File: config.mk
export PLATFORM = sky130hd
export DESIGN_NAME = spi_master
export DESIGN_NICKNAME = d
export VERILOG_FILES = /design/src/rtl/spi_master.sv
export SDC_FILE = /design/constraint.sdc
export NUM_CORES = 1
export LEC_CHECK = 0
export BUFFER_PORTS_ARGS = -buffer_cell sky130_fd_sc_hd__buf_2
export CAP_MARGIN = 20
export CORE_ASPECT_RATIO = 1.25
export CORE_UTILIZATION = 54
export CTS_CLUSTER_SIZE = 10
export DETAILED_ROUTE_END_ITERATION = 16
export PLACE_DENSITY = 0.77
export SLEW_MARGIN = 20
export SYNTH_ARGS = -nofsm -noshare
export SYNTH_HDL_FRONTEND = slang
export SYNTH_SLANG_ARGS = --single-unit
File: constraint.sdc
create_clock -name clk -period 2.2 [get_ports clk]
set_clock_uncertainty 0.1 [all_clocks]
set_input_delay 0.44 -clock clk [delete_from_list [all_inputs] [get_ports clk]]
set_output_delay 0.44 -clock clk [all_outputs]
set_load 0.1 [all_outputs]
File: src/rtl/spi_master.sv
// spi_master: SPI mode-0 master, WIDTH bits per transfer, SCLK half-period of
// CLK_DIV clk cycles. Optional macro SPI_MASTER_LSB_FIRST_EN selects LSB-first
// bit order; MSB-first is the default build.
//
// Handshake: a transfer is accepted on any clk edge where start=1 and
// ready=1; ready is high only in IDLE, so start is ignored while busy. rx_valid
// is a one-cycle pulse marking the cycle in which rx_data takes a new word.
module spi_master #(
  parameter int WIDTH   = 8,
  parameter int CLK_DIV = 4
) (
  input  logic             clk,
  input  logic             rst_n,
  input  logic             start,
  input  logic [WIDTH-1:0] tx_data,
  output logic             ready,
  output logic [WIDTH-1:0] rx_data,
  output logic             rx_valid,
  output logic             CS_n,
  output logic             SCLK,
  output logic             MOSI,
  input  logic             MISO,
  output logic [2:0]       dbg_state_o
);

  typedef enum logic [2:0] {
    IDLE    = 3'd0,
    SETUP   = 3'd1,
    XFER_HI = 3'd2,
    XFER_LO = 3'd3,
    GAP     = 3'd4
  } state_t;

  localparam int DIV_W = (CLK_DIV > 1) ? $clog2(CLK_DIV) : 1;
  localparam int BIT_W = $clog2(WIDTH);
  localparam logic [DIV_W-1:0] DIV_LAST = DIV_W'(CLK_DIV - 1);
  localparam logic [BIT_W-1:0] BIT_LAST = BIT_W'(WIDTH - 1);

  state_t           state_q, state_d;
  logic [DIV_W-1:0] div_q, div_d;
  logic [BIT_W-1:0] bit_q, bit_d;
  logic             last_q, last_d;      // final SCLK high phase has completed
  logic [WIDTH-1:0] tx_q, tx_d;          // transmit shift register
  logic [WIDTH-1:0] rxs_q, rxs_d;        // receive shift register
  logic [WIDTH-1:0] rx_data_q, rx_data_d;
  logic             rx_valid_q, rx_valid_d;
  logic             tick;
  logic             active;
  logic             tx_first;

  assign tick = (div_q == DIV_LAST);

`ifdef SPI_MASTER_LSB_FIRST_EN
  assign tx_first = tx_q[0];
`else
  assign tx_first = tx_q[WIDTH-1];
`endif

  // Next-state logic: every non-IDLE state lasts CLK_DIV cycles; the divider
  // reloads on each state change. Shifting happens on the edge ending XFER_HI.
  always_comb begin
    state_d    = state_q;
    div_d      = div_q + DIV_W'(1);
    bit_d      = bit_q;
    last_d     = last_q;
    tx_d       = tx_q;
    rxs_d      = rxs_q;
    rx_data_d  = rx_data_q;
    rx_valid_d = 1'b0;
    unique case (state_q)
      IDLE: begin
        div_d  = '0;
        bit_d  = '0;
        last_d = 1'b0;
        if (start) begin
          tx_d    = tx_data;
          rxs_d   = '0;
          state_d = SETUP;
        end
      end
      SETUP: begin
        if (tick) begin
          div_d   = '0;
          state_d = XFER_HI;
        end
      end
      XFER_HI: begin
        if (tick) begin
          div_d   = '0;
          state_d = XFER_LO;
`ifdef SPI_MASTER_LSB_FIRST_EN
          rxs_d = {MISO, rxs_q[WIDTH-1:1]};
          tx_d  = {1'b0, tx_q[WIDTH-1:1]};
`else
          rxs_d = {rxs_q[WIDTH-2:0], MISO};
          tx_d  = {tx_q[WIDTH-2:0], 1'b0};
`endif
          // Counter stops at WIDTH-1; the flag marks the last bit instead of a wrap.
          if (bit_q == BIT_LAST) begin
            last_d = 1'b1;
          end else begin
            bit_d = bit_q + BIT_W'(1);
          end
        end
      end
      XFER_LO: begin
        if (tick) begin
          div_d = '0;
          if (last_q) begin
            state_d    = GAP;
            rx_data_d  = rxs_q;
            rx_valid_d = 1'b1;
          end else begin
            state_d = XFER_HI;
          end
        end
      end
      GAP: begin
        if (tick) begin
          div_d   = '0;
          state_d = IDLE;
        end
      end
      default: begin
        div_d   = '0;
        state_d = IDLE;
      end
    endcase
  end

  // State and datapath registers with synchronous active-low reset.
  always_ff @(posedge clk) begin
    if (!rst_n) begin
      state_q    <= IDLE;
      div_q      <= '0;
      bit_q      <= '0;
      last_q     <= 1'b0;
      tx_q       <= '0;
      rxs_q      <= '0;
      rx_data_q  <= '0;
      rx_valid_q <= 1'b0;
    end else begin
      state_q    <= state_d;
      div_q      <= div_d;
      bit_q      <= bit_d;
      last_q     <= last_d;
      tx_q       <= tx_d;
      rxs_q      <= rxs_d;
      rx_data_q  <= rx_data_d;
      rx_valid_q <= rx_valid_d;
    end
  end

  // Bus outputs are decoded from registered state only.
  assign active      = (state_q == SETUP) || (state_q == XFER_HI) || (state_q == XFER_LO);
  assign ready       = (state_q == IDLE);
  assign CS_n        = ~active;
  assign SCLK        = (state_q == XFER_HI);
  assign MOSI        = active & tx_first;
  assign rx_data     = rx_data_q;
  assign rx_valid    = rx_valid_q;
  assign dbg_state_o = state_q;

endmodule

==> impl_summary.log, run 1 <==
INFO  metric layout_stage_area_growth_over_the_synthesis_result = 17.0%
INFO  metric clk_latency = 340 ps
INFO  metric report.final.slew_viol_count = 0
INFO  metric powerDensity = 662 mW/mm2
INFO  metric floorplan.die.height = 61.3 um
INFO  metric cts_tree = built
INFO  metric wirelength = 3.10 mm
INFO  metric post_synthesis_instance_area = ~0.0015 mm2
INFO  metric cts_max_level = 2
INFO  metric power_switching = 0.000312 W
INFO  metric dp_hpwl = 2.18 mm
INFO  metric final_min_period_over_clock_period = 94.9%
INFO  metric boundaryPins = 28
INFO  metric rsz_0062_raised_after_global_routing = no
INFO  metric critPathLaunchType = flip-flop
INFO  metric die_area = roughly 0.003 mm2
INFO  metric nFillCells = 235
INFO  metric multiInputGateArea = around 740 um2
INFO  metric power.sequential.fraction = 54.2%
INFO  metric whs_path_depth = 3
INFO  metric grt_max_degree = 27
INFO  metric first_iter_violations = 43
INFO  metric clock_sink_count = 34
INFO  metric timing_worst_slew_pin_value = 584 ps
INFO  metric p_comb_share = between 10% and 20%
INFO  metric yosysTopAreaCell = dfxtp_1
INFO  metric cts.path.max_buffers = 2
INFO  metric dpl.cell_count = 214
INFO  metric switching_share = roughly a quarter
INFO  metric post_syn_nets = 179
INFO  metric global_route.usage.total = between 20% and 30%
INFO  metric clock_power_share = 34.4%
INFO  metric postPlaceCellArea = 0.00170 mm2
INFO  metric drt.antenna.violating_nets = 0
INFO  metric number_of_distinct_library_cell_variants_in_the_gate_level_netlist_after_synthesis = 32
INFO  metric synthesis.instances = about 160
INFO  metric floorplan.initialDensity = 56.6%
INFO  metric cts_buffers = 5
INFO  metric synth-seq-area-share = 44.9%
INFO  metric max-vdd-ir-drop = 0.463 mV
INFO  metric first_global_vias = 1205
INFO  metric max_cap_violations = 0
INFO  metric ff2ff_path_depth = 4
INFO  metric postSynthRegisterBits = 34
INFO  metric crit_path_end_kind = output pin
INFO  metric power.leakage = between 0.7 and 0.8 nW
INFO  metric cts.clk_slew.worst_paths = approximately 110 ps
INFO  metric number_of_antenna_violations_at_the_first_check_in_global_routing = 0
INFO  metric fmax = ~0.48 GHz
INFO  metric final_design_area_no_fill = 0.00177 mm2
INFO  metric avgRoutedWirePerCell = 14.0 um
INFO  metric critical_path_required = about 1700 ps
INFO  metric relSlewSlack = 61.0%
INFO  metric die_width = 49.4 um
INFO  metric drt_pass1_iterations = 4
INFO  metric syn_avg_cell_area = 9.30 um2
INFO  metric ys_warn_count = 0
INFO  metric outcome = finished, final reports clean
INFO  metric report.final.setup_viol = 0
INFO  metric layoutNonFillerInstCount = 222
INFO  metric internal-power = 0.000862 W
INFO  metric fin_nets = ~200
INFO  metric total_number_of_vias = around 1300
INFO  metric num_rows = 21
INFO  metric critical_path_arrival = between 1500 and 2000 ps
INFO  metric synth_top_area_share = around 45%
INFO  metric hold_violations = 0
INFO  metric drt_drc_violations_left = 0
INFO  metric core_region_area = ~0.0027 mm2
INFO  metric criticalPathCategory = reg -> out
INFO  metric cp_max_fo = 20
INFO  metric setup_tns = 0 ps
INFO  metric cts_root_buffer = clkbuf_4
INFO  metric final_period_minus_worst_setup_slack = 2090 ps
INFO  metric io_buffers = 27
INFO  metric place_congestion = 0.773
INFO  metric global_route.overflow_total = 0
INFO  metric min-delay-path-class = in -> reg
INFO  metric route.detailed.vias_per_inst = 5.80
INFO  metric grt_first_pass_wirelength = 5.02 mm
INFO  metric synth_area_leaders = dfxtp_1, mux2i_1, nand2_1
INFO  metric insertedDiodeCount = 0
INFO  metric drive_above_1_share = 30.3%
INFO  metric sequential_cell_area = 692 um2
[cells in the mapped netlist (all sizes together)]
library cell,instances
dfxtp,34
nand2,21
nor2,14
inv,10
mux2i,10
buf,9
o21ai,8
a32oi,7
o221a,7
or4,7
clkbuf,5
ha,4
nand4,4
nand2b,3
o22ai,3
a211oi,2
a21oi,2
nor3b,2
nor4b,2
or2,2
a21boi,1
a31oi,1
nor2b,1
nor4bb,1
o21a,1
or3,1
xor2,1
[registers in the layout, summed over array words and instances (netlist names)]
register / cells
bit_q: 3
tx_q: 8
dbg_state_o: 3
rx_valid: 1
last_q: 1
rx_data: 8
rxs_q: 8
div_q: 2
[critical path: stages (launching register included)]
cell	delay, ps
dfxtp_4	380
or2_4	350
nor2_4	140
clkbuf_4	330
[layout by cell type (no fill, tap or decap), types with 2 or more instances in the layout]
master	Yosys	final
nand2_1	21	21
nor2_1	13	9
nor2_2	1	2
dfxtp_1	34	31
mux2i_1	9	9
clkinv_2	0	2
buf_2	5	24
nor4b_1	2	2
a32oi_1	7	7
a211oi_1	2	2
buf_4	2	5
nor2_4	0	3
or2_4	1	2
ha_1	4	4
dfxtp_4	0	3
clkbuf_4	0	6
o21ai_0	8	8
a21oi_1	2	2
inv_1	10	10
or4_1	7	7
o22ai_1	3	3
nand2b_1	3	3
o221a_2	7	7
nand4_1	4	4
nor3b_1	2	2
[final timing paths]
| path | startpoint | to | slack (ps) |
|---|---|---|---|
| worst max-delay path | dbg_state_o[2] | ready | 110 |
| worst max register to register | div_q[0] | rxs_q[6] | 460 |
| worst min register to register | rx_data[2] | rx_data[2] | 360 |
| worst min-delay path | tx_data[0] | tx_q[0] | 280 |
[per-layer routing]
metal	vias to the layer above	wire length [um]	GRT usage, %
met3	11	116	6.17
met2	27	1590	40.1
met4	0	83	12.7
met1	612	1320	23.8
met5	-	0	0
li1	637	-	-
[through the flow]
| step | hold WS (ps) | power, W | utilization [%] | worst slack [ps] |
|---|---|---|---|---|
| final | 284 | 0.00117 | 66.2 | 112 |
| after global routing | 267 | 0.00123 | 66.2 | 5.09 |
| after CTS | 273 | 0.00118 | 66.1 | 12.9 |
| after detailed placement | 352 | 0.000783 | 63.3 | 356 |
| after global placement | 342 | 0.000778 | 63.3 | 392 |
| after floorplan | 336 | 0.000756 | - | 0.762 |
[cell families after synthesis]
kind of cell / synth area share (%)
buffers and inverters: 7.84
and+or+nand+nor: 19.8
muxes: 7.43
adders and majority gates: 3.30
AOI/OAI and AO/OA: 16.2
DFF: 44.9
xor gates and xnor gates: 0.578
[final cells by class]
cell class,count,area share [%]
clock buffers,6,3.53
clock inverters,2,0.564
inverters,10,2.12
multi-input cells,105,42.0
flip-flops and latches,34,39.0
well taps,34,2.40
repair buffers,31,10.4
[power by group through the flow]
stage          clock (W)  combinational (W)  sequential [W]
2_1_floorplan          0          0.0000994        0.000656
3_3_place_gp           0           0.000128        0.000650
3_5_place_dp           0           0.000131        0.000651
4_1_cts         0.000415           0.000132        0.000637
5_1_grt         0.000445           0.000141        0.000640
6_report        0.000405           0.000133        0.000637
[what timing repair did]
| item | 4_1_cts | 5_1_grt |
|---|---|---|
| buffers inserted | 0 | 0 |
| hold buffers | 0 | 0 |
| gates resized for setup | 1 | 1 |
| endpoints found under the setup margin | 1 | 1 |
Note: power is estimated with default switching activity, not from simulation.
==> run 2, diff against run 1 <==
--- a/config.mk
+++ b/config.mk
@@ -5,13 +5,14 @@
 export SDC_FILE = /design/constraint.sdc
 export NUM_CORES = 1
 export LEC_CHECK = 0
+export ABC_AREA = 1
 export BUFFER_PORTS_ARGS = -buffer_cell sky130_fd_sc_hd__buf_2
 export CAP_MARGIN = 20
 export CORE_ASPECT_RATIO = 1.25
 export CORE_UTILIZATION = 54
 export CTS_CLUSTER_SIZE = 10
 export DETAILED_ROUTE_END_ITERATION = 16
-export PLACE_DENSITY = 0.77
+export PLACE_DENSITY = 0.76
 export SLEW_MARGIN = 20
 export SYNTH_ARGS = -nofsm -noshare
 export SYNTH_HDL_FRONTEND = slang
==> run 2 against run 1 <==
First-iteration DRC count is 47% lower. Die area increased by 4.4%. Utilization grew 1.7 points. Highest routed layer unchanged. Non-clock buffer count is 4 lower. Critical endpoint is now SCLK. Synthesized cell count grew 44%.
==> impl_summary.log, run 2 <==
INFO  metric cp_max_fo = 9 (was 20)
INFO  metric clk_latency = 330 ps (was 340 ps)
INFO  metric power.leakage = 0.937 nW (was 0.701 nW)
INFO  metric layout_stage_area_growth_over_the_synthesis_result = 17.0% (about the same)
INFO  metric first_iter_violations = 23 (was 43)
INFO  metric rsz_0062_raised_after_global_routing = no (unchanged)
INFO  metric synthesis.instances = 235 (was 163)
INFO  metric yosysTopAreaCell = dfxtp_1 (unchanged)
INFO  metric most_frequent_standard_cell_in_the_layout_excluding_fill_and_tap_cells = nor2_1 (was dfxtp_1)
INFO  metric route.detailed.vias_per_inst = 4.84 (was 5.80)
INFO  metric clock_sink_count = 34 (unchanged)
INFO  metric layoutNonFillerInstCount = 298 (was 222)
INFO  metric grt_max_degree = 33 (was 27)
INFO  metric hold_violations = 0 (unchanged)
INFO  metric cts.path.max_buffers = 2 (unchanged)
INFO  metric yosys.cell_count.top_type = nor2_1 (was dfxtp_1)
INFO  metric number_of_antenna_violations_at_the_first_check_in_global_routing = 0 (unchanged)
INFO  metric powerDensity = 1470 mW/mm2 (was 662 mW/mm2)
INFO  metric outcome = finished, final reports clean (unchanged)
INFO  metric post_synthesis_instance_area = 0.00159 mm2 (was 0.00152 mm2)
INFO  metric drt.antenna.violating_nets = 0 (unchanged)
INFO  metric floorplan.initialDensity = 58.1% (was 56.6%)
INFO  metric hold_buffers = 0 (unchanged)
INFO  metric synth_async_sr_flop_share = 0% (unchanged)
INFO  metric report.final.setup_viol = 0 (unchanged)
INFO  metric global_route.usage.total = 20.7% (was 22.2%)
INFO  metric wirelength = 2.92 mm (was 3.10 mm)
INFO  metric final_core_util = 67.9% (was 66.2%)
INFO  metric final_period_minus_worst_setup_slack = 2090 ps (about the same)
INFO  metric synth_commonest_cells = nor2_1, nand2_1, dfxtp_1 (was dfxtp_1, nand2_1, nor2_1)
INFO  metric cts_max_level = 2 (unchanged)
INFO  metric cts_root_buffer = clkbuf_4 (unchanged)
INFO  metric num_rows = 21 (unchanged)
INFO  metric timing_worst_slew_pin_value = 528 ps (was 584 ps)
INFO  metric drt_pass1_iterations = 5 (was 4)
INFO  metric ys_warn_count = 0 (unchanged)
INFO  metric number_of_distinct_library_cell_variants_in_the_gate_level_netlist_after_synthesis = 20 (was 32)
INFO  metric drive_above_1_share = 21.2% (was 30.3%)
INFO  metric yosys_most_used_dff = dfxtp_1 (unchanged)
INFO  metric critPathLaunchType = flip-flop (unchanged)
INFO  metric report.final.slew_viol_count = 0 (unchanged)
INFO  metric core_region_area = 0.00273 mm2 (was 0.00268 mm2)
INFO  metric cts.clk_slew.worst_paths = 100 ps (was 110 ps)
INFO  metric grt_first_pass_wirelength = 4.99 mm (was 5.02 mm)
INFO  metric synth_area_leaders = dfxtp_1, nor2_1, nand2_1 (was dfxtp_1, mux2i_1, nand2_1)
INFO  metric floorplan.die.height = 62.6 um (was 61.3 um)
INFO  metric final_min_period_over_clock_period = 95.2% (was 94.9%)
INFO  metric crit_path_cell_trace = inv_2 > nand2_2 > nor2_4 > clkbuf_4 (was or2_4 > nor2_4 > clkbuf_4)
INFO  metric place_congestion = 0.880 (was 0.773)
INFO  metric cts_tree = built (unchanged)
INFO  metric crit_path_end_kind = output pin (unchanged)
INFO  metric die_area = 0.00316 mm2 (was 0.00303 mm2)
INFO  metric dp_hpwl = 2.08 mm (was 2.18 mm)
INFO  metric dpl.cell_count = 290 (was 214)
INFO  metric synth_top_area_share = 42.9% (was 44.9%)
INFO  metric critical-path-max-stage-delay = 390 ps (was 380 ps)
INFO  metric drt_drc_violations_left = 0 (unchanged)
INFO  metric die_width = 50.5 um (was 49.4 um)
INFO  metric insertedDiodeCount = 0 (unchanged)
INFO  metric io_buffers = 27 (unchanged)
INFO  metric postSynthRegisterBits = 34 (unchanged)
INFO  metric crit_family = buffers and inverters (was simple AND/OR/NAND/NOR gates)
INFO  metric critical_path_required = 1660 ps (about the same)
INFO  metric synth-seq-area-share = 42.9% (was 44.9%)
INFO  metric critical_path_arrival = 1550 ps (about the same)
INFO  metric synth-edff-count = 0 (unchanged)
INFO  metric global_route.overflow_total = 0 (unchanged)
INFO  metric fmax = 0.478 GHz (was 0.479 GHz)
INFO  metric cts_buffers = 5 (unchanged)
INFO  metric first_global_vias = 1221 (was 1205)
INFO  metric max_cap_violations = 0 (unchanged)
INFO  metric max-vdd-ir-drop = 1.09 mV (was 0.463 mV)
INFO  metric syn_avg_cell_area = 6.75 um2 (was 9.30 um2)
INFO  metric relSlewSlack = 64.8% (was 61.0%)
INFO  metric fin_nets = 279 (was 203)
INFO  metric total_number_of_vias = 1443 (was 1287)
INFO  metric layout.cells.most_common_list = nor2_1, nand2_1, dfxtp_1, inv_1, buf_2 (was dfxtp_1, buf_2, nand2_1, inv_1)
INFO  metric criticalPathCategory = reg -> out (unchanged)
INFO  metric setup_tns = 0 ps (unchanged)
INFO  metric cp.buffers_inverters = 2 (was 1)
INFO  metric boundaryPins = 28 (unchanged)
INFO  metric slowest_stage = clkbuf_4 (was dfxtp_4)
INFO  metric min-delay-path-class = in -> reg (unchanged)
INFO  metric post_syn_nets = 251 (was 179)
INFO  metric avgRoutedWirePerCell = 9.78 um (was 14.0 um)
-- run 2: cell types whose count changed after synthesis, moves of 9 or more --
cell / change
nor2_1: +47
mux2i_1: -9
inv_1: +17
nand2_1: +31
nand3_1: +9
-- run 2: final cells by class --
cell class | count | area, um2
fill | 263 | 877
multi-input combinational | 164 | 766
sequential | 34 | 689
timing repair buffer | 27 | 140
inverter | 31 | 116
clock buffer | 8 | 101
tap | 34 | 42.5
-- run 2: power breakdown --
| part | internal (W) | switching, W |
|---|---|---|
| clock network | 0.000294 | 0.000210 |
| registers | 0.000822 | 0.000108 |
| logic | 0.000334 | 0.000955 |
| total | 0.00145 | 0.00127 |
-- run 2: worst register-to-register path, cell delays in order, from the launching register on --
cell and delay (ps):
dfxtp_1 350, ha_1 220, ha_1 180, inv_1 50
nand3_1 100, nand2_1 130, nand2_2 100, nand2_1 80
nand2_1 60, nor2_1 100
-- run 2: cells by family (layout without fill, tap and decap cells) --
logic type	after synthesis	count (layout)	synth area share [%]
and+or+nand+nor	132	132	35.1
buffers and inverters	37	66	9.78
DFF	34	34	42.9
AOI/OAI and AO/OA	28	28	9.07
adders and majority gates	4	4	3.15
-- run 2: repair_timing --
item,4_1_cts,5_1_grt
resized for setup,0,2
hold endpoints to repair,0,0
endpoints found under the setup margin,0,2
setup buffers,0,0
-- run 2: path summary, 6_finish.rpt --
kind,slack (ps),to,cells past startpoint,from
setup reg to reg,690,bit_q[2],9,bit_q[0]
setup / recovery,110,SCLK,4,dbg_state_o[2]
hold reg to reg,360,div_q[0],1,div_q[0]
hold / removal,230,tx_q[0],3,tx_data[0]
-- run 2: per-stage QoR --
step / power, W / worst slack, ps / area, um2 / hold WS, ps
after floorplan: 0.00205 / 60.3 / 1610 / 321
after global placement: 0.00220 / 409 / 1750 / 339
after detailed placement: 0.00222 / 387 / 1750 / 354
after CTS: 0.00273 / 8.89 / 1850 / 219
after global routing: 0.00294 / 9.53 / 1860 / 260
final: 0.00272 / 106 / 1860 / 230
-- run 2: per-layer routing --
metal	vias up	track usage [%]	wire (um)
li1	771	-	-
met1	634	23.3	1330
met2	31	35.3	1410
met3	7	5.11	127
met4	0	10.4	48
met5	-	0	0
